## config.mk

```make
export PLATFORM = sky130hd
export DESIGN_NAME = exp_lut_arbiter
export DESIGN_NICKNAME = d
export VERILOG_FILES = /design/src/rtl/exp_lut_arbiter.sv
export SDC_FILE = /design/constraint.sdc
export NUM_CORES = 1
export LEC_CHECK = 0
export CAP_MARGIN = 20
export CORE_AREA = 10 10 181 183
export CTS_BUF_LIST = sky130_fd_sc_hd__clkbuf_8
export DETAILED_ROUTE_END_ITERATION = 7
export DIE_AREA = 0 0 191 193
export PLACE_DENSITY_LB_ADDON = 0.08
export SLEW_MARGIN = 20
export SYNTH_ARGS = -nofsm -noshare
export SYNTH_HDL_FRONTEND = slang
export SYNTH_SLANG_ARGS = --single-unit
export TNS_END_PERCENT = 5
```

## constraint.sdc

```tcl
create_clock -name i_clk -period 4.8 [get_ports i_clk]
set_input_delay 0.72 -clock i_clk [delete_from_list [all_inputs] [get_ports i_clk]]
set_output_delay 0.72 -clock i_clk [all_outputs]
set_load 0.02 [all_outputs]
```

## src/rtl/exp_lut_arbiter.sv

```systemverilog
// Round-robin arbiter sharing one fixed-latency exp LUT port between NUM_REQ requesters.
// Clamps operands to [-1.0, +1.0] q32.32 and routes tagged results back with a saturation flag.
module exp_lut_arbiter #(
    parameter int unsigned NUM_REQ     = 4,
    parameter int unsigned LUT_LATENCY = 1
) (
    input  logic                      i_clk,
    input  logic                      i_rst_n,
    input  logic                      i_enable,
    input  logic [NUM_REQ-1:0]        i_req_valid,
    input  logic [NUM_REQ*64-1:0]     i_req_value,
    output logic [NUM_REQ-1:0]        o_req_ready,
    output logic                      o_lut_valid,
    output logic [63:0]               o_lut_value,
    input  logic [63:0]               i_lut_result,
    output logic [NUM_REQ-1:0]        o_resp_valid,
    output logic [63:0]               o_resp_value,
    output logic                      o_resp_sat,
    output logic                      o_idle,
    output logic [15:0]               o_sat_count
);

    localparam int unsigned IDW  = $clog2(NUM_REQ);
    localparam int unsigned DW   = 64;
    localparam int unsigned TAGS = LUT_LATENCY + 1;

    localparam logic signed [DW-1:0] POS_ONE = 64'sh0000_0001_0000_0000;
    localparam logic signed [DW-1:0] NEG_ONE = 64'shFFFF_FFFF_0000_0000;
    localparam logic [15:0]          SAT_MAX = 16'hFFFF;

    typedef struct packed {
        logic           valid;
        logic [IDW-1:0] id;
        logic           sat;
    } tag_t;

    logic [NUM_REQ-1:0]   busy_q;
    logic [NUM_REQ-1:0]   busy_nxt;
    logic [NUM_REQ-1:0]   elig_c;
    logic [NUM_REQ-1:0]   resp_onehot_c;
    logic [IDW-1:0]       ptr_q;
    logic [IDW-1:0]       ptr_nxt;
    logic [IDW-1:0]       win_idx;
    logic [IDW-1:0]       cand_idx;
    logic                 win_found;
    logic signed [DW-1:0] req_sel;
    logic [DW-1:0]        clamp_val;
    logic                 clamp_sat;
    tag_t [TAGS-1:0]      tag_q;
    tag_t                 tag_in;
    tag_t                 tag_out;

    // Round-robin search from ptr; ready is combinational on the winner
    always_comb begin
        elig_c      = i_req_valid & ~busy_q & {NUM_REQ{i_enable & i_rst_n}};
        win_found   = 1'b0;
        win_idx     = '0;
        cand_idx    = '0;
        o_req_ready = '0;
        for (int unsigned k = 0; k < NUM_REQ; k++) begin
            cand_idx = IDW'((32'(ptr_q) + k) % NUM_REQ);
            if (!win_found && elig_c[cand_idx]) begin
                win_found = 1'b1;
                win_idx   = cand_idx;
            end
        end
        if (win_found) begin
            o_req_ready[win_idx] = 1'b1;
        end
        ptr_nxt = (win_idx == IDW'(NUM_REQ - 1)) ? '0 : win_idx + IDW'(1);
    end

    // Clamp the winning operand into the LUT domain
    always_comb begin
        req_sel   = i_req_value[{win_idx, 6'd0} +: DW];
        clamp_val = req_sel;
        clamp_sat = 1'b0;
        if (req_sel > POS_ONE) begin
            clamp_val = POS_ONE;
            clamp_sat = 1'b1;
        end else if (req_sel < NEG_ONE) begin
            clamp_val = NEG_ONE;
            clamp_sat = 1'b1;
        end
    end

    // Tag at the end of the pipe lines up with i_lut_result
    always_comb begin
        tag_in.valid  = win_found;
        tag_in.id     = win_idx;
        tag_in.sat    = clamp_sat;
        tag_out       = tag_q[TAGS-1];
        resp_onehot_c = '0;
        if (tag_out.valid) begin
            resp_onehot_c[tag_out.id] = 1'b1;
        end
        busy_nxt = busy_q & ~resp_onehot_c;
        if (win_found) begin
            busy_nxt[win_idx] = 1'b1;
        end
    end

    always_ff @(posedge i_clk or negedge i_rst_n) begin
        if (!i_rst_n) begin
            busy_q       <= '0;
            ptr_q        <= '0;
            tag_q        <= '0;
            o_idle       <= 1'b1;
            o_lut_valid  <= 1'b0;
            o_lut_value  <= '0;
            o_resp_valid <= '0;
            o_resp_value <= '0;
            o_resp_sat   <= 1'b0;
            o_sat_count  <= '0;
        end else begin
            busy_q       <= busy_nxt;
            o_idle       <= ~|busy_nxt;
            tag_q        <= {tag_q[TAGS-2:0], tag_in};
            o_lut_valid  <= win_found;
            o_resp_valid <= resp_onehot_c;
            if (win_found) begin
                ptr_q       <= ptr_nxt;
                o_lut_value <= clamp_val;
                if (clamp_sat && (o_sat_count != SAT_MAX)) begin
                    o_sat_count <= o_sat_count + 16'd1;
                end
            end
            if (tag_out.valid) begin
                o_resp_value <= i_lut_result;
                o_resp_sat   <= tag_out.sat;
            end
        end
    end

endmodule

```

# Yosys cells after proc, flatten, opt, wreduce, memory -nomap -nowiden
# Cells that the tools add are included.
[totals] inputBits=327 wordCells=79 regBits=164 output_inout_bits=155
[op_classes] addsub=5 n_mux=28 n_reduce_logical=12 eq_ne=2 shifts=1 n_bitwise=7 order_cmp=10
[ops] operator="$shiftx 256x9->64" count=1
[ops] operator="$mux 64" count=2
[ops] operator="$gt 64x34->1 const B" count=1
[ops] operator="$lt 64x33->1 const B" count=1
[ops] operator="$lt 2x3->1 const B" count=6
[ops] operator="$add 16x1->16 const B" count=1
[ops] operator="$ne 16x16->1 const B" count=1
[ops] operator="$and 4x4->4" count=3
[ops] operator="$mux 1" count=12
[ops] operator="$mux 4" count=3
[ops] operator="$mux 2" count=5
[ops] operator="$bmux 1 s2" count=4
[ops] operator="$not 4->4" count=2
[ops] operator="$logic_and 1x1->1" count=6
[ops] operator="$add 2x1->2 const B" count=2
[ops] operator="$add 2x2->2 const B" count=2
[ops] operator="$demux 1 s2" count=2
[ops] operator="$ge 2x1->1 const B" count=2
[ops] operator="$logic_not 1->1" count=4
[ops] operator="$or 4x4->4" count=1
[ops] operator="$reduce_or 4->1" count=1
[ops] operator="$eq 2x2->1 const B" count=1
[ops] operator="$reduce_and 2->1" count=1
[ops] operator="$and 1x1->1" count=1

# Depth between registers and ports, before layout
[logic_depth] word_depth=23 depth_mapped=21 mapped_depth_nobuf=15

# Worst setup path after synthesis
# Ideal clock, no wire load.
[synth_timing] path_kind="input to register" from="input i_req_valid[0]" to="register o_lut_value[56]" required_time_ps=4675 setup_slack_ps=177 arrival_ps=4498 path_stages=19 path_buffers=6 setup_time_ps=125 path_cell_list="and4b_1 a22o_2 nor3_4 buf_2 buf_2 buf_2 buf_1 nand2_1 nand3_1 o21ai_0 nor4_1 nand2_1 or3_1 ha_1 clkbuf_1 inv_1 clkbuf_1 a21oi_1 mux2_2"
[synth_between] elab_chain_len=18 word_cells_on_any_way=29 cone_classes="order compare (2); shift (1); mux (18); bitwise (2); reduce/logical (6)"
[synth_lines] item="start, declared" line_no="10" source="input logic [NUM_REQ-1:0] i_req_valid,"
[synth_lines] item="$and 4x4->4 (*) (2 in series)" line_no="55" source="elig_c = i_req_valid & ~busy_q & {NUM_REQ{i_enable & i_rst_n}};"
[synth_lines] item="$bmux 1 s2" line_no="62" source="if (!win_found && elig_c[cand_idx]) begin"
[synth_lines] item="$mux 1 (not written as such)" line_no="62"
[synth_lines] item="$mux 1" line_no="62"
[synth_lines] item="$logic_not 1->1" line_no="62"
[synth_lines] item="$logic_and 1x1->1" line_no="62"
[synth_lines] item="$mux 1" line_no="62"
[synth_lines] item="$logic_not 1->1" line_no="62"
[synth_lines] item="$logic_and 1x1->1" line_no="62"
[synth_lines] item="$mux 1" line_no="62"
[synth_lines] item="$logic_not 1->1" line_no="62"
[synth_lines] item="$logic_and 1x1->1" line_no="62"
[synth_lines] item="$mux 2" line_no="62"
[synth_lines] item="$shiftx 256x9->64" line_no="75" source="req_sel = i_req_value[{win_idx, 6'd0} +: DW];"
[synth_lines] item="$lt 64x33->1" line_no="81" source="end else if (req_sel < NEG_ONE) begin"
[synth_lines] item="$mux 64" line_no="81"
[synth_lines] item="$mux 64" line_no="78" source="if (req_sel > POS_ONE) begin"
[synth_lines] item="end signal, assigned" line_no="123" source="o_lut_value <= clamp_val;"
[synth_lines] item="end, declared" line_no="14" source="output logic [63:0] o_lut_value,"
# Mark *: on every way between the ends. The rest lies on a longest branch, timed or not. The select of a mux whose other input is x is not followed.
# A chain may end at the register's enable or synchronous reset.

# Final worst setup path
[layout_timing] from="input i_enable" to="output o_req_ready[3]"
[layout_between] elab_chain_len=19 word_cells_on_any_way=30 cone_classes="order compare (2); mux (19); bitwise (2); reduce/logical (7)"
[layout_lines] item="start, declared" line_no="9" source="input logic i_enable,"
[layout_lines] item="$and 1x1->1 (*)" line_no="55"
[layout_lines] item="$and 4x4->4 (*)" line_no="55"
[layout_lines] item="$bmux 1 s2" line_no="62"
[layout_lines] item="$mux 1 (not written as such)" line_no="62"
[layout_lines] item="$mux 1" line_no="62"
[layout_lines] item="$logic_not 1->1" line_no="62"
[layout_lines] item="$logic_and 1x1->1" line_no="62"
[layout_lines] item="$mux 1" line_no="62"
[layout_lines] item="(+3 left out)"
[layout_lines] item="$logic_not 1->1" line_no="62"
[layout_lines] item="$logic_and 1x1->1" line_no="62"
[layout_lines] item="$mux 2" line_no="62"
[layout_lines] item="$lt 2x3->1 (not written as such) or $ge 2x1->1 (tied branches)" line_no="68" source="o_req_ready[win_idx] = 1'b1;"
[layout_lines] item="$logic_and 1x1->1 (not written as such)" line_no="68"
[layout_lines] item="$mux 1 (not written as such)" line_no="68"
[layout_lines] item="$demux 1 s2" line_no="68"
[layout_lines] item="$mux 4 (*)" line_no="67" source="if (win_found) begin"
[layout_lines] item="end, declared" line_no="12" source="output logic [NUM_REQ-1:0] o_req_ready,"
# Marks and branches as above.

==> summary.md <==
| Metric | Value |
|---|---|
| Synth warn | `0` |
| Clk pwr share | `0.169` |
| Critical path capture point type | `primary output` |
| Antenna violations before repair | `8` |
| Seq pwr share | `0.346` |
| Primary FF master, synth | `dfrtp_1` |
| Pwr dens | `between 400 and 500 nW/um2` |
| Fin. Hold Viols | `0` |
| IO Port Bufs | `around 480` |
| RePlAce Congestion | `0.942` |
| Layout Cells excl Fill | `between 1500 and 2000` |
| Simple-gate portion of the synthesized area | `0.220` |
| WL final | `roughly 44000 um` |
| Tot Pwr | `around 6.3 mW` |
| Fin crit share | `0.948` |
| First-pass GRT wire length | `around 64000 um` |
| Post-CTS setup buffers | `0` |
| Iteration-0 DRC Markers | `630` |
| Synth Register Bits | `164` |
| Worst path arrival time | `about 3800 ps` |
| Drt wl/cell | `23.2 um` |
| Die Height | `just under 200 um` |
| Commonest non-fill, non-tap cell in the layout | `clkdlybuf4s50_1` |
| Die area | `between 30000 and 40000 um2` |
| HPWL after DPL | `36400 um` |
| Number of synthesized flops with an enable pin | `0` |
| Largest family of logic cells by synthesized area | `simple AND/OR/NAND/NOR gates` |
| CP cell instances | `clkdlybuf4s50_1 -> nand4b_2 -> a22o_2 -> nor3_4 -> buf_12 -> buf_4 -> ha_1 -> and2_1 -> clkdlybuf4s50_1` |
| Skew final | `between 20 and 25 ps` |
| Placed Cells | `about 1900` |
| FF/Latch Area | `approximately 4100 um2` |
| Clock root buffer | `clkbuf_8` |
| Post-Route Setup TNS | `0 ps` |
| Compound-cell area share of the yosys netlist | `0.146` |
| Post-Synthesis Cell Area | `9320 um2` |
| Combinational Power Share | `0.485` |
| Relative slew slack | `0.402` |
| Area of the multi-input gates | `between 4000 and 5000 um2` |
| CP max stage delay | `around 670 ps` |
| Total CTS buffers | `17` |
| CTS Sinks | `roughly 160` |
| Fmax | `220 MHz` |
| Initial Utilization | `0.319` |
| Sequential area share after synthesis | `0.440` |
| Sw Share | `0.386` |
| First-pass DRT Iterations | `5` |
| Fillers | `~2700` |
| Total GRT Usage | `0.231` |
| Ports | `about 480` |
| Vias in the first global route | `about 10000` |
| Final core occ | `0.520` |
| CP Max Fanout | `50` |
| Final min period | `4550 ps` |
| CTS H-tree depth | `4` |
| Via count | `between 9000 and 10000` |
| Yosys cell types | `between 60 and 70` |
| Layout cells sized above 1 | `0.146` |
| Largest net degree at the start of global routing | `83` |
| Post-synthesis mux area share | `0.133` |
| Standard cell core area | `about 30000 um2` |
| Post-synthesis adder-cell area fraction | `0.00805` |
| Worst-path clk slew | `around 110 ps` |
| Post-CTS sizing | `0` |
| Endpoints failing setup | `0` |
| Setup CP Type | `in2out` |
| CP required | `between 4000 and 5000 ps` |
| Int Power | `about 3.9 mW` |
| CP most frequent cell | `clkdlybuf4s50_1` |
| Max-cap violations | `0` |
| Average size of a mapped cell | `about 9 um2` |
| # hold bufs at CTS | `0` |
| P_sw | `approximately 2.4 mW` |
| Crit-path slowest cell | `clkdlybuf4s50_1` |
| DRC | `0` |
| Smallest hold slack | `roughly 300 ps` |
| Vias per cell | `5.10` |
| Final nets | `1824` |
| TritonCTS clock tree | `built` |
| Critical Path Start Type | `input port` |
| VDD IR-drop max | `between 0.15 and 0.2 mV` |
| Leak pwr | `between 6 and 7 nW` |
| Synth async-reset ratio | `1.00` |
| Synthesized instance count | `about 1000` |
| P&R area growth vs syn | `63.2%` |
| Final ANT Viol Nets | `0` |
| Rows | `63` |
| Status | `completed` |
| XOR/XNOR Fraction of Synth Area | `0.0141` |
| Commonest cells after routing, fill and taps aside | `clkdlybuf4s50_1, nand2_1, dfrtp_1, mux2_2, a21oi_1` |
| Max clock buf depth | `2` |
| RSZ-0062 raised after global routing | `no` |
| Die X | `around 190 um` |
| Worst hold-check path type | `in2async` |
| Final Max Tran Viols | `0` |
| Global route total overflow | `0` |
| Worst-Skew Late Latency | `between 400 and 500 ps` |
| Net Count, Synth | `1346` |
| Worst-Margin Slew | `between 800 and 900 ps` |
[power groups by stage]
stage                     logic (mW)  clock network (mW)  registers (mW)
after global placement          3.08                   0            2.19
after CTS                       3.10                1.10            2.18
after floorplan                0.739                   0            2.80
final                           3.05                1.06            2.17
after detailed placement        3.09                   0            2.21
after global routing            3.23                1.16            2.25
[layer usage]
metal | part of all wire | global-route usage | up-vias
li1 | - | - | 4586
met1 | 0.38 | 0.253 | 4619
met4 | 0.028 | 0.0800 | 6
met2 | 0.50 | 0.401 | 409
met5 | 0.00084 | 0 | -
met3 | 0.096 | 0.0879 | 60
[cell usage after synthesis, types with 7 or more instances]
cell / number / area, um2
nor3_1: 9 / 45.0
a31oi_1: 7 / 43.8
and3_1: 12 / 75.1
mux2i_1: 18 / 180
buf_2: 19 / 95.1
nand2_1: 278 / 1040
o31ai_2: 20 / 250
a31o_2: 8 / 70.1
buf_1: 16 / 60.1
mux2_2: 93 / 1050
nand4_1: 12 / 75.1
o21ai_0: 18 / 90.1
and2_1: 14 / 87.6
o31ai_1: 8 / 60.1
clkbuf_1: 32 / 120
dfrtp_1: 163 / 4080
nor4_1: 44 / 275
a32oi_1: 8 / 70.1
a21oi_1: 84 / 420
xnor2_1: 15 / 131
nor2_1: 14 / 52.6
a211oi_1: 9 / 67.6
nand3_1: 36 / 180
[state kept, by name (all words and copies together) (netlist names)]
signal	cells
o_lut_value	64
o_resp_value	64
o_sat_count	16
busy_q	4
o_resp_valid	4
tag_out	4
tag_q	4
ptr_q	2
o_idle	1
o_resp_sat	1
[metrics by stage]
stage               setup slack [ps]  cell area, um2
floorplan                        177            9320
CTS                              227           15200
global route                    50.4           15200
finish                           250           15200
global placement                33.0           14800
detailed placement             -9.07           14800
[worst max-delay path, delay by kind of cell]
family,cells,cell delay [ps]
adder cells (fa/ha/maj),1,200
buffers and inverters,4,1910
AO/OA/AOI/OAI,1,300
AND/OR/NAND/NOR,3,670
[cell families after synthesis]
kind of cell,after synthesis
fa+ha+maj,6
simple gates,441
compound gates,194
flops,164
xor+xnor,15
buf+inv,81
mux,112
[cell type report]
| type | count | area share |
|---|---|---|
| clock inverter | 15 | 0.0127 |
| multi-input combinational | 768 | 0.320 |
| clock buffer | 17 | 0.0154 |
| tap | 390 | 0.0321 |
| inverter | 10 | 0.00263 |
| antenna | 5 | 0.000823 |
| sequential | 164 | 0.270 |
| timing repair buffer | 530 | 0.346 |
[path summary, 6_finish.rpt]
kind | start | end | slack [ps] | cells after the start
max in group asynchronous | i_rst_n | o_sat_count[11] | 3170 | 3
hold reg to reg | tag_q[1] | tag_out[1] | 360 | 0
setup / recovery | i_enable | o_req_ready[3] | 250 | 9
setup reg to reg | busy_q[2] | o_lut_value[37] | 850 | 15
hold / removal | i_rst_n | o_lut_value[7] | 300 | 2
min in group i_clk | tag_q[1] | tag_out[1] | 360 | 0
No activity file was read; power rests on OpenSTA's default activity.
